--- src/rtl/cdb_rr_arbiter.sv ---
// cdb_rr_arbiter: CDB grant between one max-priority EU and N_REQ round-robin RS with a starvation bound
module cdb_rr_arbiter #(
  parameter int N_REQ      = 4,
  parameter int STARVE_MAX = 4,
  parameter int IDX_W      = $clog2(N_REQ+1)
)(
  input  logic             clk_i,
  input  logic             rst_n_i,
  input  logic             flush_i,
  input  logic             max_prio_valid_i,
  output logic             max_prio_ready_o,
  input  logic [N_REQ-1:0] valid_i,
  output logic [N_REQ-1:0] ready_o,
  input  logic             rob_ready_i,
  output logic             rob_valid_o,
  output logic             served_max_prio_o,
  output logic [IDX_W-1:0] served_o
);
  localparam int CNT_W = $clog2(STARVE_MAX+1);
  logic [IDX_W-1:0]   rr_ptr, lp_pick, ofs, next_ptr;
  logic [IDX_W:0]     sum, nsum;
  logic [CNT_W-1:0]   starve_cnt;
  logic [2*N_REQ-1:0] rot;
  logic               any_lp, mp_win, lp_win, starved, active;
  // Rotate the doubled request vector so bit 0 is the RS at rr_ptr; the lowest set bit is the pick.
  always_comb begin
    rot = {valid_i, valid_i} >> rr_ptr;
    ofs = '0;
    for (int i = N_REQ-1; i >= 0; i--)
      if (rot[i]) ofs = IDX_W'(i);
  end
  assign sum      = {1'b0, rr_ptr} + {1'b0, ofs};
  assign lp_pick  = sum >= (IDX_W+1)'(N_REQ) ? IDX_W'(sum - (IDX_W+1)'(N_REQ)) : IDX_W'(sum);
  assign nsum     = {1'b0, lp_pick} + (IDX_W+1)'(1);
  assign next_ptr = nsum == (IDX_W+1)'(N_REQ) ? '0 : IDX_W'(nsum);
  assign any_lp   = |valid_i;
  assign starved  = any_lp && starve_cnt == CNT_W'(STARVE_MAX);
  assign active   = rst_n_i && !flush_i;
  assign mp_win   = active && max_prio_valid_i && !starved;
  assign lp_win   = active && !mp_win && any_lp;
  always_comb begin
    rob_valid_o       = mp_win || lp_win;
    served_max_prio_o = mp_win;
    served_o          = lp_win ? lp_pick + IDX_W'(1) : '0;
    max_prio_ready_o  = mp_win && rob_ready_i;
    ready_o           = lp_win && rob_ready_i ? N_REQ'(1) << lp_pick : '0;
  end
  always_ff @(posedge clk_i) begin
    if (!rst_n_i || flush_i) begin
      rr_ptr     <= '0;
      starve_cnt <= '0;
    end else if (lp_win && rob_ready_i) begin
      rr_ptr     <= next_ptr;
      starve_cnt <= '0;
    end else if (mp_win && rob_ready_i) begin
      starve_cnt <= !any_lp ? '0 : starved ? starve_cnt : starve_cnt + CNT_W'(1);
    end else if (!any_lp) begin
      starve_cnt <= '0;
    end
  end
endmodule

--- config.mk ---
export PLATFORM = sky130hd
export DESIGN_NAME = cdb_rr_arbiter
export DESIGN_NICKNAME = d
export VERILOG_FILES = /design/src/rtl/cdb_rr_arbiter.sv
export SDC_FILE = /design/constraint.sdc
export NUM_CORES = 1
export LEC_CHECK = 0
export CAP_MARGIN = 20
export CELL_PAD_IN_SITES_DETAIL_PLACEMENT = 2
export CELL_PAD_IN_SITES_GLOBAL_PLACEMENT = 2
export CORE_UTILIZATION = 26
export CTS_CLUSTER_DIAMETER = 50
export DETAILED_ROUTE_END_ITERATION = 12
export PLACE_DENSITY = 0.75
export SLEW_MARGIN = 40
export SYNTH_ARGS = -nofsm -noshare
export SYNTH_HDL_FRONTEND = slang
export SYNTH_SLANG_ARGS = --single-unit
export TNS_END_PERCENT = 5
--- constraint.sdc ---
create_clock -name clk_i -period 4.5 [get_ports clk_i]
set_input_delay 0.9 -clock clk_i [delete_from_list [all_inputs] [get_ports clk_i]]
set_output_delay 0.9 -clock clk_i [all_outputs]
set_load 0.02 [all_outputs]
==> results of run 1 <==
==> worst max path at each step <==
| stage | start | endpoint | slack (ns) | cells after the start |
|---|---|---|---|---|
| after CTS | valid_i[2] | ready_o[2] | 0.02 | 11 |
| after global placement | valid_i[0] | served_o[2] | -0.38 | 11 |
| after detailed placement | valid_i[0] | served_o[2] | -0.42 | 11 |
| final | valid_i[1] | served_o[2] | 0.15 | 11 |
| after floorplan | valid_i[2] | served_o[2] | 0.37 | 10 |
| after global routing | valid_i[1] | served_o[1] | 0.006 | 11 |
==> cell type report <==
type / count / area [um2] / share of cell area (%)
well taps: 30 / 37.5 / 3.72
repair buffers: 29 / 241 / 23.9
multi-input cells: 74 / 562 / 55.6
flip-flops and latches: 6 / 120 / 11.9
inverters: 7 / 26.3 / 2.60
clock buffers: 3 / 22.5 / 2.23
==> stage by stage <==
step / setup WS [ns] / util (%) / instance area, um2 / TNS, ns / total power [W]
5_1_grt: 0.00633 / 39.7 / 1010 / 0 / 0.000188
3_5_place_dp: -0.422 / 39.0 / 992 / -1.92 / 0.000126
4_1_cts: 0.0219 / 39.6 / 1010 / 0 / 0.000175
2_1_floorplan: 0.371 / - / 716 / 0 / 0.0000907
6_report: 0.145 / 39.7 / 1010 / 0 / 0.000174
3_3_place_gp: -0.384 / 39.0 / 992 / -1.68 / 0.000122
==> per-layer routing <==
layer / wire length (um) / part of all wire, % / GRT usage [%]
met5: 0 / 0 / 0
met2: 1210 / 54 / 33.5
met3: 61 / 2.7 / 2.22
met4: 19 / 0.84 / 5.13
met1: 963 / 43 / 21.5
==> registers in the layout, indices dropped and copies added, names as in the netlist <==
register    cells
rr_ptr          3
starve_cnt      3
==> timing repair <==
action / CTS / global route
setup endpoints to repair: 6 / 6
gates cloned: 0 / 0
pin swaps: 0 / 1
gates resized for setup: 20 / 13
==> layout by cell type (no fill, tap or decap), types with 3 or more instances in the layout <==
cell             count
and3_1               3
and2_1               4
dfxtp_1              6
nor2_1               8
clkbuf_4             3
nor3_1               3
nand2_1              6
inv_1                7
buf_4               13
a21oi_1              5
o21ai_0              4
nand3_1              3
clkdlybuf4s50_1      9
nor2b_1              3
buf_2                3
ha_1                 7
==> power breakdown <==
part	switching [W]	leakage [nW]	total, W	internal, W
Clock	0.0000187	0.0138	0.0000488	0.0000301
Sequential	0.00000198	0.0485	0.0000563	0.0000543
Combinational	0.0000337	0.391	0.0000685	0.0000348
Total	0.0000544	0.454	0.000174	0.000119
==> cells by family (layout without fill, tap and decap cells) <==
kind of cell,after synthesis,count (layout)
AOI/OAI and AO/OA,22,22
adders and majority gates,10,10
buffers and inverters,11,39
DFF,6,6
muxes,1,1
and+or+nand+nor,41,41
==> tightest hold or removal path, cell delays in order (launching register included) <==
cell and delay [ns]:
dfxtp_1 0.32, nand2b_1 0.09, a21oi_2 0.05
==> key figures, run 1 <==
Status
  • Outcome: finished clean

Setup path
  • CP max stage delay: 0.50 ns
  • Critical path data arrival time: 3.45 ns
  • R2r endpoint: rr_ptr[2]
  • Worst R2R Setup Slack: 1.32 ns
  • Crit Path Class: in -> out
  • Crit path required time: 3.60 ns
  • R2R cell count: 13
  • Startpoint types: primary input
  • Slowest-stage cell, CP: fa_1
  • CP top delay family: adder cells
  • Crit. End Element: primary output
  • Crit-path cells: clkdlybuf4s50_1, and3b_1, a21oi_2, a21oi_1, a2111o_1, ha_2, fa_1, ha_2, ha_1, nor2_1, buf_4
  • Crit path buf inv count: 2
  • Crit-path max FO: 2
  • Worst r2r src: rr_ptr[0]
  • Most used cell, CP: ha_2

Layout
  • Filler Cell Count: 305
  • Nets: 140
  • Finished Layout Cells: 149
  • Layout cells sized above 1: 26.1%
  • Area growth, synth to finish: 41.1%
  • Diode count: 0

Timing
  • RSZ-0062 raised after global routing: no
  • Worst Max-Slew Pin Slew: 0.388 ns
  • Slew headroom: 73.9%
  • Fmax: 230 MHz
  • Fin Clk Skew: 0.00493 ns
  • Final setup vio count: 0
  • Period Utilization, post-route: 96.8%
  • Post-layout minimum cycle time: 4.35 ns
  • WHS: 0.507 ns
  • Slew Viols, Final: 0
  • Hold Fails Final Rpt: 0

Die
  • Cell row count: 18
  • DIE HEIGHT: 54.5 um
  • I/O pins: 19
  • Area of the core: 2540 um2
  • Chip width: 54.5 um
  • Starting Density: 28.1%
  • DIE AREA: 2970 um2

Clock network
  • Setup bufs post-CTS: 0
  • Worst-path clk slew: 0.05 ns
  • Hold-fix buffers at CTS: 0
  • Inserted Clock Buffers: 3
  • Clk Latency, worst-skew pair: 0.24 ns
  • CTS root buffer: clkbuf_4
  • H-tree Lvls: 1
  • CTS tree: yes
  • Clk buf depth: 2
  • Sink Count: 6

Pwr
  • Max rail drop VDD: 0.0907 mV
  • Pwr dens: 172 nW/um2
  • P_leak: 0.454 nW

Global routing
  • First-pass GRT wire length: 3810 um
  • Largest net degree at the start of global routing: 13
  • Vias in the first global route: 824
  • Residual overflow from global routing: 0
  • Total Routing Usage GR: 18.1%
  • Initial antenna violation count: 0

Synthesis
  • Top-count cell post-synth: ha_1
  • Avg Cell Area, Syn: 7.86 um2
  • Mux contribution to synthesized area: 1.57%
  • Synth Flop Type: dfxtp_1
  • Synth Cell Area: 716 um2
  • Cell taking the most area after synthesis: dfxtp_1
  • Synth Net Count: 110
  • Compound-Gate Fraction of Synth Area: 24.1%
  • Part of the Yosys area used for sequential elements: 16.8%
  • Register bit total from synthesis: 6
  • Synth top cells by count: ha_1, nor2_1, inv_1
  • Xor and xnor area share after synthesis: 0%
  • Top cell type's share of synthesized area: 16.8%
  • Mapped Cells: 91
  • Synth Area in Adders: 18.5%
  • Yosys warnings: 0
  • Largest family of logic cells by synthesized area: simple AND/OR/NAND/NOR gates
  • Synth area leaders: dfxtp_1, ha_1, a21oi_1
  • Distinct cell type count after synthesis: 36
  • Post-synth EDFFs: 0
  • Synth Area in Simple Gates: 32.0%
  • Post-synth ARST share: 0%

Placed design
  • Port Buffers: 18
  • RD Place Congestion: 0.739
  • Hpwl dp: 1910 um
  • Placed cell count: 146

Hold path
  • WHS Path Cells: 2
  • Worst min path class: reg -> reg
  • Hold Path End: starve_cnt[1]
  • Hold Startpoint: starve_cnt[1]

Drt
  • Vias: 781
  • Via density: 5.24
  • Initial DRT Pass Iterations: 2
  • DRC: 0
  • DRT iter0 DRCs: 10
  • Final WL: 2250 um
  • DR WL/cell: 15.1 um
  • Post-DRT Antenna Nets: 0

Run
  • Max cap viols: 0
Power figures use the tool's default switching activity.
==> run 2, diff against run 1 <==
--- a/config.mk
+++ b/config.mk
@@ -8,6 +8,7 @@
 export CAP_MARGIN = 20
 export CELL_PAD_IN_SITES_DETAIL_PLACEMENT = 2
 export CELL_PAD_IN_SITES_GLOBAL_PLACEMENT = 2
+export CORE_ASPECT_RATIO = 0.7
 export CORE_UTILIZATION = 26
 export CTS_CLUSTER_DIAMETER = 50
 export DETAILED_ROUTE_END_ITERATION = 12
==> key figures, run 2 (same netlist as run 1, synthesis figures left out) <==
Layout
  • Nets: 142
  • Area growth, synth to finish: 43.9%
  • Layout cells sized above 1: 23.1%
  • Most common cell after layout, fill and taps aside: buf_4
  • Finished Core Util: 40.6%
  • Diode count: 0
  • Finished Layout Cells: 155
  • Most frequent cells in the layout: buf_4, ha_1, clkdlybuf4s50_1, nor2_1, inv_1
  • Design area: 1030 um2
  • Biggest regs: rr_ptr: 3 flops, starve_cnt: 3 flops

Placed design
  • RD Place Congestion: 0.745
  • Placed cell count: 152
  • Port Buffers: 18
  • Area after DPL: 1010 um2
  • Hpwl dp: 1910 um

Hold path
  • Worst min path class: reg -> reg

Setup path
  • Crit. End Element: primary output
  • Startpoint types: primary input
  • Crit-path cells: clkdlybuf4s50_1, and3b_1, a21oi_1, a21oi_1, a2111o_1, ha_1, fa_1, buf_4, inv_1, ha_1, and2_1, clkdlybuf4s15_1
  • Crit Path Class: in -> out
  • CP top delay family: buffers and inverters
  • Critical path data arrival time: 3.55 ns
  • Crit path buf inv count: 4
  • Crit-path max FO: 3
  • Worst R2R Setup Slack: 1.35 ns
  • Crit path required time: 3.60 ns
  • CP max stage delay: 0.51 ns
  • Slowest-stage cell, CP: fa_1

Global routing
  • Largest net degree at the start of global routing: 13
  • Vias in the first global route: 850
  • Initial antenna violation count: 0
  • First-pass GRT wire length: 4070 um
  • Residual overflow from global routing: 0
  • Total Routing Usage GR: 18.8%

Die
  • Chip width: 64.7 um
  • DIE HEIGHT: 45.9 um
  • Cell row count: 15
  • I/O pins: 19
  • Starting Density: 28.2%
  • DIE AREA: 2970 um2
  • Area of the core: 2530 um2

Drt
  • DR WL/cell: 15.5 um
  • Via density: 5.12
  • DRC: 0
  • Vias: 793
  • Initial DRT Pass Iterations: 4
  • DRT iter0 DRCs: 29
  • Post-DRT Antenna Nets: 0
  • Final WL: 2400 um

Timing
  • Period Utilization, post-route: 99.0%
  • RSZ-0062 raised after global routing: yes
  • Slew Viols, Final: 0
  • Slew headroom: 69.9%
  • Final setup vio count: 0
  • Hold Fails Final Rpt: 0
  • Worst Max-Slew Pin Slew: 0.448 ns
  • Fin Clk Skew: 0.000515 ns
  • Fmax: 225 MHz
  • Post-layout minimum cycle time: 4.45 ns

Pwr
  • Max rail drop VDD: 0.0634 mV
  • P_leak: 0.451 nW
  • Total power: 0.000208 W
  • Pwr dens: 202 nW/um2

Clock network
  • Sink Count: 6
  • CTS root buffer: clkbuf_8
  • Worst-path clk slew: 0.04 ns
  • Clk Latency, worst-skew pair: 0.22 ns
  • H-tree Lvls: 1
  • Clk buf depth: 2
  • CTS tree: yes
  • Inserted Clock Buffers: 3

Status
  • Outcome: finished clean

Run
  • Max cap viols: 0
==> run 2: path summary, 6_finish.rpt <==
kind / from / end / cells past startpoint
hold / removal: starve_cnt[1] / starve_cnt[1] / 2
setup / recovery: valid_i[1] / ready_o[1] / 12
setup reg to reg: rr_ptr[0] / rr_ptr[1] / 13
hold reg to reg: starve_cnt[1] / starve_cnt[1] / 2
==> run 2: power breakdown <==
part / switching [W] / internal (W)
Sequential: 0.00000179 / 0.0000545
Clock: 0.0000245 / 0.0000576
Combinational: 0.0000344 / 0.0000353
==> run 2: metal layers <==
| layer | up-vias | track usage, % | part of all wire, % |
|---|---|---|---|
| met2 | 15 | 29.6 | 44 |
| met3 | 2 | 3.00 | 2.7 |
| met4 | 0 | 6.67 | 0.58 |
| met1 | 385 | 26.1 | 52 |
| met5 | - | 0 | 0 |
| li1 | 391 | - | - |
==> run 2: repair_timing <==
item,4_1_cts,5_1_grt
setup endpoints to repair,6,6
setup buffers,0,0
gates cloned,0,0
hold buffers,0,0
resized for setup,16,8
==> run 2: per-stage QoR <==
step	setup WS (ns)	TNS (ns)	hold slack, ns
global route	-0.0695	-0.108	0.548
CTS	0.000190	0	0.522
detailed placement	-0.508	-2.23	0.515
floorplan	0.371	0	0.471
finish	0.0471	0	0.520
global placement	-0.463	-2.09	0.487
==> run 2: area by class of cell <==
cell class,instances,area (um2)
repair buffers,31,254
flip-flops and latches,6,120
inverters,7,26.3
clock buffers,3,41.3
fillers,297,1500
well taps,34,42.5
multi-input cells,74,546
==> run 2: tightest hold or removal path: stages, from the launching register on <==
cell and delay [ns]:
dfxtp_1 0.32, nand2b_1 0.09, a21oi_2 0.06
==> run 3, diff against run 2 <==
--- a/config.mk
+++ b/config.mk
@@ -12,6 +12,7 @@
 export CORE_UTILIZATION = 26
 export CTS_CLUSTER_DIAMETER = 50
 export DETAILED_ROUTE_END_ITERATION = 12
+export GPL_ROUTABILITY_DRIVEN = 0
 export PLACE_DENSITY = 0.75
 export SLEW_MARGIN = 40
 export SYNTH_ARGS = -nofsm -noshare
==> results of run 3 <==
The final DEF is identical to that of run 2; final timing and power are the same.
